### config.mk
export PLATFORM = sky130hd
export DESIGN_NAME = ahb_apb_bridge_flat
export DESIGN_NICKNAME = d
export VERILOG_FILES = /design/src/rtl/ahb_apb_bridge_if.sv /design/src/rtl/ahb_apb_bridge.sv /design/src/flat_wrapper.sv
export SDC_FILE = /design/constraint.sdc
export NUM_CORES = 1
export LEC_CHECK = 0
export ABC_AREA = 0
export CORE_AREA = 2 2 113 115
export CTS_CLUSTER_SIZE = 28
export DETAILED_ROUTE_END_ITERATION = 12
export DIE_AREA = 0 0 115 117
export PLACE_DENSITY = 0.77
export SYNTH_ARGS = -nofsm -noshare
export SYNTH_HDL_FRONTEND = slang
export SYNTH_SLANG_ARGS = --single-unit
### constraint.sdc
create_clock -name HCLK -period 2.37 [get_ports HCLK]
set_input_delay 0.474 -clock HCLK [delete_from_list [all_inputs] [get_ports HCLK]]
set_output_delay 0.474 -clock HCLK [all_outputs]
set_load 0.05 [all_outputs]
### src/rtl/ahb_apb_bridge_if.sv
// AHB-Lite slave side plus APB master side of the bridge, bundled for port hookup.
// Use slave on the bridge, master on whatever drives the AHB side and models the APB slaves.
interface ahb_apb_bridge_if #(
  parameter int NSLV    = 4,
  parameter int PADDR_W = 16
);
  logic                 HSEL;
  logic [31:0]          HADDR;
  logic [1:0]           HTRANS;
  logic                 HWRITE;
  logic [31:0]          HWDATA;
  logic                 HREADY;
  logic                 HREADYOUT;
  logic [31:0]          HRDATA;
  logic                 HRESP;
  logic [PADDR_W-1:0]   PADDR;
  logic [NSLV-1:0]      PSEL;
  logic                 PENABLE;
  logic                 PWRITE;
  logic [31:0]          PWDATA;
  logic [NSLV*32-1:0]   PRDATA;
  logic [NSLV-1:0]      PREADY;
  logic [NSLV-1:0]      PSLVERR;

  modport slave (
    input  HSEL, HADDR, HTRANS, HWRITE, HWDATA, HREADY,
    output HREADYOUT, HRDATA, HRESP,
    output PADDR, PSEL, PENABLE, PWRITE, PWDATA,
    input  PRDATA, PREADY, PSLVERR
  );

  modport master (
    output HSEL, HADDR, HTRANS, HWRITE, HWDATA, HREADY,
    input  HREADYOUT, HRDATA, HRESP,
    input  PADDR, PSEL, PENABLE, PWRITE, PWDATA,
    output PRDATA, PREADY, PSLVERR
  );
endinterface

### src/rtl/ahb_apb_bridge.sv
// AHB-Lite slave to APB master bridge: one APB SETUP+ACCESS per accepted AHB transfer.
// Latency 2 wait states with a zero-wait slave; HREADYOUT stays low while PREADY is low.
module ahb_apb_bridge #(
  parameter int NSLV     = 4,
  parameter int PSEL_LSB = 16,
  parameter int PADDR_W  = 16
) (
  input  logic                HCLK,
  input  logic                HRESETn,
  ahb_apb_bridge_if.slave     bus
);

  typedef enum logic [2:0] {IDLE, SETUP, ACCESS, DONE, ERR1, ERR2} state_t;

  state_t               state_q, state_d;
  logic [PADDR_W-1:0]   addr_q;
  logic                 write_q;
  logic [3:0]           idx_q;
  logic [31:0]          hrdata_q;

  logic [3:0]           haddr_idx;
  logic                 idx_ok;
  logic                 can_accept;
  logic                 accept;
  logic                 rd_load;
  logic                 sel_ready;
  logic                 sel_err;
  logic [31:0]          sel_rdata;
  logic [NSLV-1:0]      psel_onehot;

  logic                 hreadyout_c;
  logic                 hresp_c;
  logic [NSLV-1:0]      psel_c;
  logic                 penable_c;
  logic [31:0]          pwdata_c;

  // Upper address bits and HTRANS[0] carry no meaning for this bridge.
  logic                 unused_bits;
  assign unused_bits = ^{bus.HADDR, bus.HTRANS[0]};

  assign haddr_idx  = bus.HADDR[PSEL_LSB+3:PSEL_LSB];
  assign idx_ok     = ({1'b0, haddr_idx} < 5'(NSLV));
  assign can_accept = (state_q == IDLE) || (state_q == DONE) || (state_q == ERR2);
  assign accept     = can_accept && bus.HSEL && bus.HTRANS[1] && bus.HREADY;

  always_comb begin
    sel_ready   = 1'b0;
    sel_err     = 1'b0;
    sel_rdata   = 32'h0;
    psel_onehot = '0;
    for (int i = 0; i < NSLV; i++) begin
      if (idx_q == 4'(i)) begin
        sel_ready      = bus.PREADY[i];
        sel_err        = bus.PSLVERR[i];
        sel_rdata      = bus.PRDATA[32*i +: 32];
        psel_onehot[i] = 1'b1;
      end
    end
  end

  always_ff @(posedge HCLK or negedge HRESETn) begin
    if (!HRESETn) state_q <= IDLE;
    else          state_q <= state_d;
  end

  always_comb begin
    state_d     = state_q;
    hreadyout_c = 1'b1;
    hresp_c     = 1'b0;
    psel_c      = '0;
    penable_c   = 1'b0;
    pwdata_c    = 32'h0;
    rd_load     = 1'b0;
    case (state_q)
      IDLE, DONE, ERR2: begin
        hresp_c = (state_q == ERR2);
        if (accept) state_d = idx_ok ? SETUP : ERR1;
        else        state_d = IDLE;
      end
      SETUP: begin
        hreadyout_c = 1'b0;
        psel_c      = psel_onehot;
        pwdata_c    = write_q ? bus.HWDATA : 32'h0;
        state_d     = ACCESS;
      end
      ACCESS: begin
        hreadyout_c = 1'b0;
        psel_c      = psel_onehot;
        penable_c   = 1'b1;
        pwdata_c    = write_q ? bus.HWDATA : 32'h0;
        if (sel_ready) begin
          state_d = sel_err ? ERR1 : DONE;
          rd_load = !sel_err && !write_q;
        end
      end
      ERR1: begin
        hreadyout_c = 1'b0;
        hresp_c     = 1'b1;
        state_d     = ERR2;
      end
      default: state_d = IDLE;
    endcase
  end

  // Address/direction are captured even for an out-of-range index so PADDR tracks the last accept.
  always_ff @(posedge HCLK or negedge HRESETn) begin
    if (!HRESETn) begin
      addr_q   <= '0;
      write_q  <= 1'b0;
      idx_q    <= 4'h0;
      hrdata_q <= 32'h0;
    end else begin
      if (accept) begin
        addr_q  <= bus.HADDR[PADDR_W-1:0];
        write_q <= bus.HWRITE;
        idx_q   <= haddr_idx;
      end
      if (rd_load) hrdata_q <= sel_rdata;
    end
  end

  assign bus.HREADYOUT = hreadyout_c;
  assign bus.HRESP     = hresp_c;
  assign bus.HRDATA    = hrdata_q;
  assign bus.PSEL      = psel_c;
  assign bus.PENABLE   = penable_c;
  assign bus.PWDATA    = pwdata_c;
  assign bus.PADDR     = addr_q;
  assign bus.PWRITE    = write_q;

endmodule

### src/flat_wrapper.sv
// flat-port wrapper written by rule: the top's interface ports become plain ports
module ahb_apb_bridge_flat 
#(
  parameter int NSLV     = 4,
  parameter int PSEL_LSB = 16,
  parameter int PADDR_W  = 16
)
  (HCLK, HRESETn, bus_HSEL, bus_HADDR, bus_HTRANS, bus_HWRITE, bus_HWDATA, bus_HREADY, bus_HREADYOUT, bus_HRDATA, bus_HRESP, bus_PADDR, bus_PSEL, bus_PENABLE, bus_PWRITE, bus_PWDATA, bus_PRDATA, bus_PREADY, bus_PSLVERR);
  ahb_apb_bridge_if #(.NSLV(NSLV), .PADDR_W(PADDR_W)) bus_i ();
  input  logic HCLK;
  input  logic HRESETn;
  input wire logic [$bits(bus_i.HSEL)-1:0] bus_HSEL;
  input wire logic [$bits(bus_i.HADDR)-1:0] bus_HADDR;
  input wire logic [$bits(bus_i.HTRANS)-1:0] bus_HTRANS;
  input wire logic [$bits(bus_i.HWRITE)-1:0] bus_HWRITE;
  input wire logic [$bits(bus_i.HWDATA)-1:0] bus_HWDATA;
  input wire logic [$bits(bus_i.HREADY)-1:0] bus_HREADY;
  output wire logic [$bits(bus_i.HREADYOUT)-1:0] bus_HREADYOUT;
  output wire logic [$bits(bus_i.HRDATA)-1:0] bus_HRDATA;
  output wire logic [$bits(bus_i.HRESP)-1:0] bus_HRESP;
  output wire logic [$bits(bus_i.PADDR)-1:0] bus_PADDR;
  output wire logic [$bits(bus_i.PSEL)-1:0] bus_PSEL;
  output wire logic [$bits(bus_i.PENABLE)-1:0] bus_PENABLE;
  output wire logic [$bits(bus_i.PWRITE)-1:0] bus_PWRITE;
  output wire logic [$bits(bus_i.PWDATA)-1:0] bus_PWDATA;
  input wire logic [$bits(bus_i.PRDATA)-1:0] bus_PRDATA;
  input wire logic [$bits(bus_i.PREADY)-1:0] bus_PREADY;
  input wire logic [$bits(bus_i.PSLVERR)-1:0] bus_PSLVERR;
  assign bus_i.HSEL = bus_HSEL;
  assign bus_i.HADDR = bus_HADDR;
  assign bus_i.HTRANS = bus_HTRANS;
  assign bus_i.HWRITE = bus_HWRITE;
  assign bus_i.HWDATA = bus_HWDATA;
  assign bus_i.HREADY = bus_HREADY;
  assign bus_HREADYOUT = bus_i.HREADYOUT;
  assign bus_HRDATA = bus_i.HRDATA;
  assign bus_HRESP = bus_i.HRESP;
  assign bus_PADDR = bus_i.PADDR;
  assign bus_PSEL = bus_i.PSEL;
  assign bus_PENABLE = bus_i.PENABLE;
  assign bus_PWRITE = bus_i.PWRITE;
  assign bus_PWDATA = bus_i.PWDATA;
  assign bus_i.PRDATA = bus_PRDATA;
  assign bus_i.PREADY = bus_PREADY;
  assign bus_i.PSLVERR = bus_PSLVERR;
  ahb_apb_bridge #(.NSLV(NSLV), .PSEL_LSB(PSEL_LSB), .PADDR_W(PADDR_W)) u_core (.HCLK(HCLK), .HRESETn(HRESETn), .bus(bus_i));
endmodule
==> results.sh, run 1 <==
export IMPL_clock_fmax_mhz=443
export IMPL_grt_pass1_vias=3777
export IMPL_syn2layout_area_growth_pct=100
export IMPL_synth_edf_count=0
export IMPL_p_leak_nw=3.12
export IMPL_root_buffer="clkbuf_16"
export IMPL_critPathKind="reg -> out"
export IMPL_clock_latency_ns=0.29
export IMPL_hold_buffers=0
export IMPL_ff2ff_setup_slack_ns=0.21
export IMPL_status="completed"
export IMPL_coreArea_um2=12300
export IMPL_crit_end="bus_PWDATA[10]"
export IMPL_dr_pass1_iters=6
export IMPL_fin_util=0.571
export IMPL_synthTopCellsByArea="dfrtp_1 (40%), mux4_2 (21%), mux2i_1 (9.7%), mux2_2 (6.4%), and3_1 (5.7%)"
export IMPL_synthArstFlopShare=1.00
export IMPL_start_kind="flop"
export IMPL_cts_buffer_depth=2
export IMPL_hold_viol_final=0
export IMPL_required_ns=1.90
export IMPL_synth_seq_area_share=0.399
export IMPL_gp_congestion=0.858
export IMPL_synthCells=308
export IMPL_die_height_um=117
export IMPL_htreeDepth=2
export IMPL_antennaDiodeCount=0
export IMPL_yosys_warnings=0
export IMPL_dieArea_um2=13500
export IMPL_fin_area_um2=7030
export IMPL_grt_start_max_net_pins=35
export IMPL_grt_pass1_wl_um=19600
export IMPL_maxSlewViolCount=0
export IMPL_cts_buffers=5
export IMPL_syn_avg_cell_area_um2=11.4
export IMPL_antenna_found_initial=0
export IMPL_yosysMostFrequentCell="dfrtp_1"
export IMPL_cp_max_fo=32
export IMPL_grt_total_usage=0.190
export IMPL_fin_crit_sh=0.952
export IMPL_rows=41
export IMPL_overflow=0
export IMPL_endpoint_kind="output port"
export IMPL_fin_ws_ns=0.114
export IMPL_synth_top_cell_area_share=0.399
export IMPL_power_mw=8.67
export IMPL_drt_iter0_markers=129
export IMPL_die_x_um=115
export IMPL_pre_cts_ws_ns=-0.111
export IMPL_num_nets_final=791
export IMPL_numClockSinks=56
export IMPL_via_per_inst=4.73
export IMPL_clock_skew_ns=0.00669
export IMPL_drc=0
export IMPL_ios=295
export IMPL_synth_area_um2=3510
export IMPL_ir_drop_v=0.000725
export IMPL_reg2reg_from="u_core.idx_q[3]$_DFFE_PN0N_"
export IMPL_wl_per_cell_um=17.7
export IMPL_grt_setup_unrepaired="no"
export IMPL_regToRegEndpoint="u_core.bus.HRDATA[26]$_DFFE_PN0P_"
export IMPL_slew_limit_headroom=0.579
export IMPL_synthTopCellsByCount="dfrtp_1 (56), nand2_1 (37), inv_1 (36), mux2i_1 (34)"
export IMPL_io_buffer_count=281
export IMPL_cts_tree="yes"
export IMPL_start_util=0.285
export IMPL_drive_above_1_share=0.203
export IMPL_ys_flop_type="dfrtp_1"
export IMPL_period_minus_slack_ns=2.26
export IMPL_power_density_nw_per_um2=1230
export IMPL_cts_resized=0
export IMPL_synth_nets=515
export IMPL_postCtsSetupBuffers=0
export IMPL_wirelength_um=13000
export IMPL_startpoint="u_core.state_q[1]$_DFFE_PN0P_"
export IMPL_finalSetupViolCount=0
export IMPL_clkTransAtPathRegs_ns=0.08
export IMPL_yosysTopAreaCell="dfrtp_1"
export IMPL_ys_types=29
export IMPL_maxCapViolCount=0
export IMPL_hpwl_um=10700
export IMPL_num_vias=3473
export IMPL_nFillCells=1041
export IMPL_synth_seq_cells=56
export IMPL_cp_arrival_ns=1.78
export IMPL_ant_nets=0
export IMPL_hold_class="in -> async"
export IMPL_worst_r2r_cell_count=5
export IMPL_post_dp_cell_area_um2=6870
export IMPL_tightestPinTransition_ns=0.632
## cells in the final DEF (no fill, tap or decap), types with 2 or more instances in the layout
master,instances
clkdlybuf4s50_1,241
dfrtp_1,54
buf_12,39
nand2_1,37
inv_1,36
mux2i_1,34
and3_1,32
mux4_2,32
mux2_2,20
buf_4,12
nor2_1,6
nor3_1,5
o21ai_0,5
clkbuf_16,5
nor2b_1,4
or3_1,2
dfrtp_2,2
## where the power goes
part	switching (mW)	total, mW	internal [mW]
sequential	0.306	1.72	1.42
combinational	3.56	6.17	2.61
clock	0.347	0.771	0.424
total	4.21	8.67	4.45
## critical path: stages, from the launching register on
cell	delay [ns]
dfrtp_1	0.46
xnor2_1	0.18
nor2_1	0.18
buf_6	0.23
and3_1	0.27
buf_12	0.16
## registers in the layout, summed over array words and instances, names as in the netlist
signal,flops
u_core.idx_q,4
u_core.state_q,3
u_core.bus.PWRITE,1
u_core.bus.PADDR,16
u_core.bus.HRDATA,32
## per-layer routing
layer | global-route usage | share of wire | vias up
met4 | 0.0546 | 0.019 | 0
li1 | - | - | 1637
met3 | 0.0309 | 0.053 | 18
met5 | 0 | 0 | -
met1 | 0.232 | 0.39 | 1680
met2 | 0.347 | 0.54 | 138
## how the worst min path moves through the flow
stage / from / to / slack [ns] / depth (start not counted)
floorplan: HRESETn / u_core.bus.HRDATA[0]$_DFFE_PN0P_ / 0.18 / 0
global placement: HRESETn / u_core.bus.HRDATA[18]$_DFFE_PN0P_ / 0.42 / 1
detailed placement: HRESETn / u_core.bus.HRDATA[18]$_DFFE_PN0P_ / 0.43 / 1
CTS: HRESETn / u_core.bus.HRDATA[3]$_DFFE_PN0P_ / 0.12 / 1
global route: HRESETn / u_core.bus.HRDATA[12]$_DFFE_PN0P_ / 0.13 / 1
finish: HRESETn / u_core.bus.HRDATA[8]$_DFFE_PN0P_ / 0.11 / 1
## area by class of cell
class	count	area, um2	share of cell area
Multi-Input combinational cell	191	1850	0.263
Inverter	36	135	0.0192
Clock buffer	6	139	0.0198
Timing Repair Buffer	294	3300	0.470
Sequential cell	56	1400	0.200
Clock inverter	2	13.8	0.00196
Tap cell	150	188	0.0267
## cell families after synthesis
group	after synthesis	share of synthesized area
xor gates and xnor gates	1	0.00249
AOI/OAI and AO/OA	12	0.0232
muxes	86	0.366
buffers and inverters	61	0.0766
DFF	56	0.399
and+or+nand+nor	92	0.133
## stage by stage
step,hold WS [ns],std cells,setup TNS [ns]
finish,0.111,735,0
global route,0.134,735,0
CTS,0.120,735,0
detailed placement,0.434,727,-3.07
global placement,0.417,727,-1.56
floorplan,0.178,308,-0.647
Note: power is estimated with default switching activity, not from simulation.
==> run 2, diff against run 1 <==
TNS_END_PERCENT = 100   (was not set)
==> results of run 2 <==
No change in the layout: final DEF, timing and power equal those of run 1.
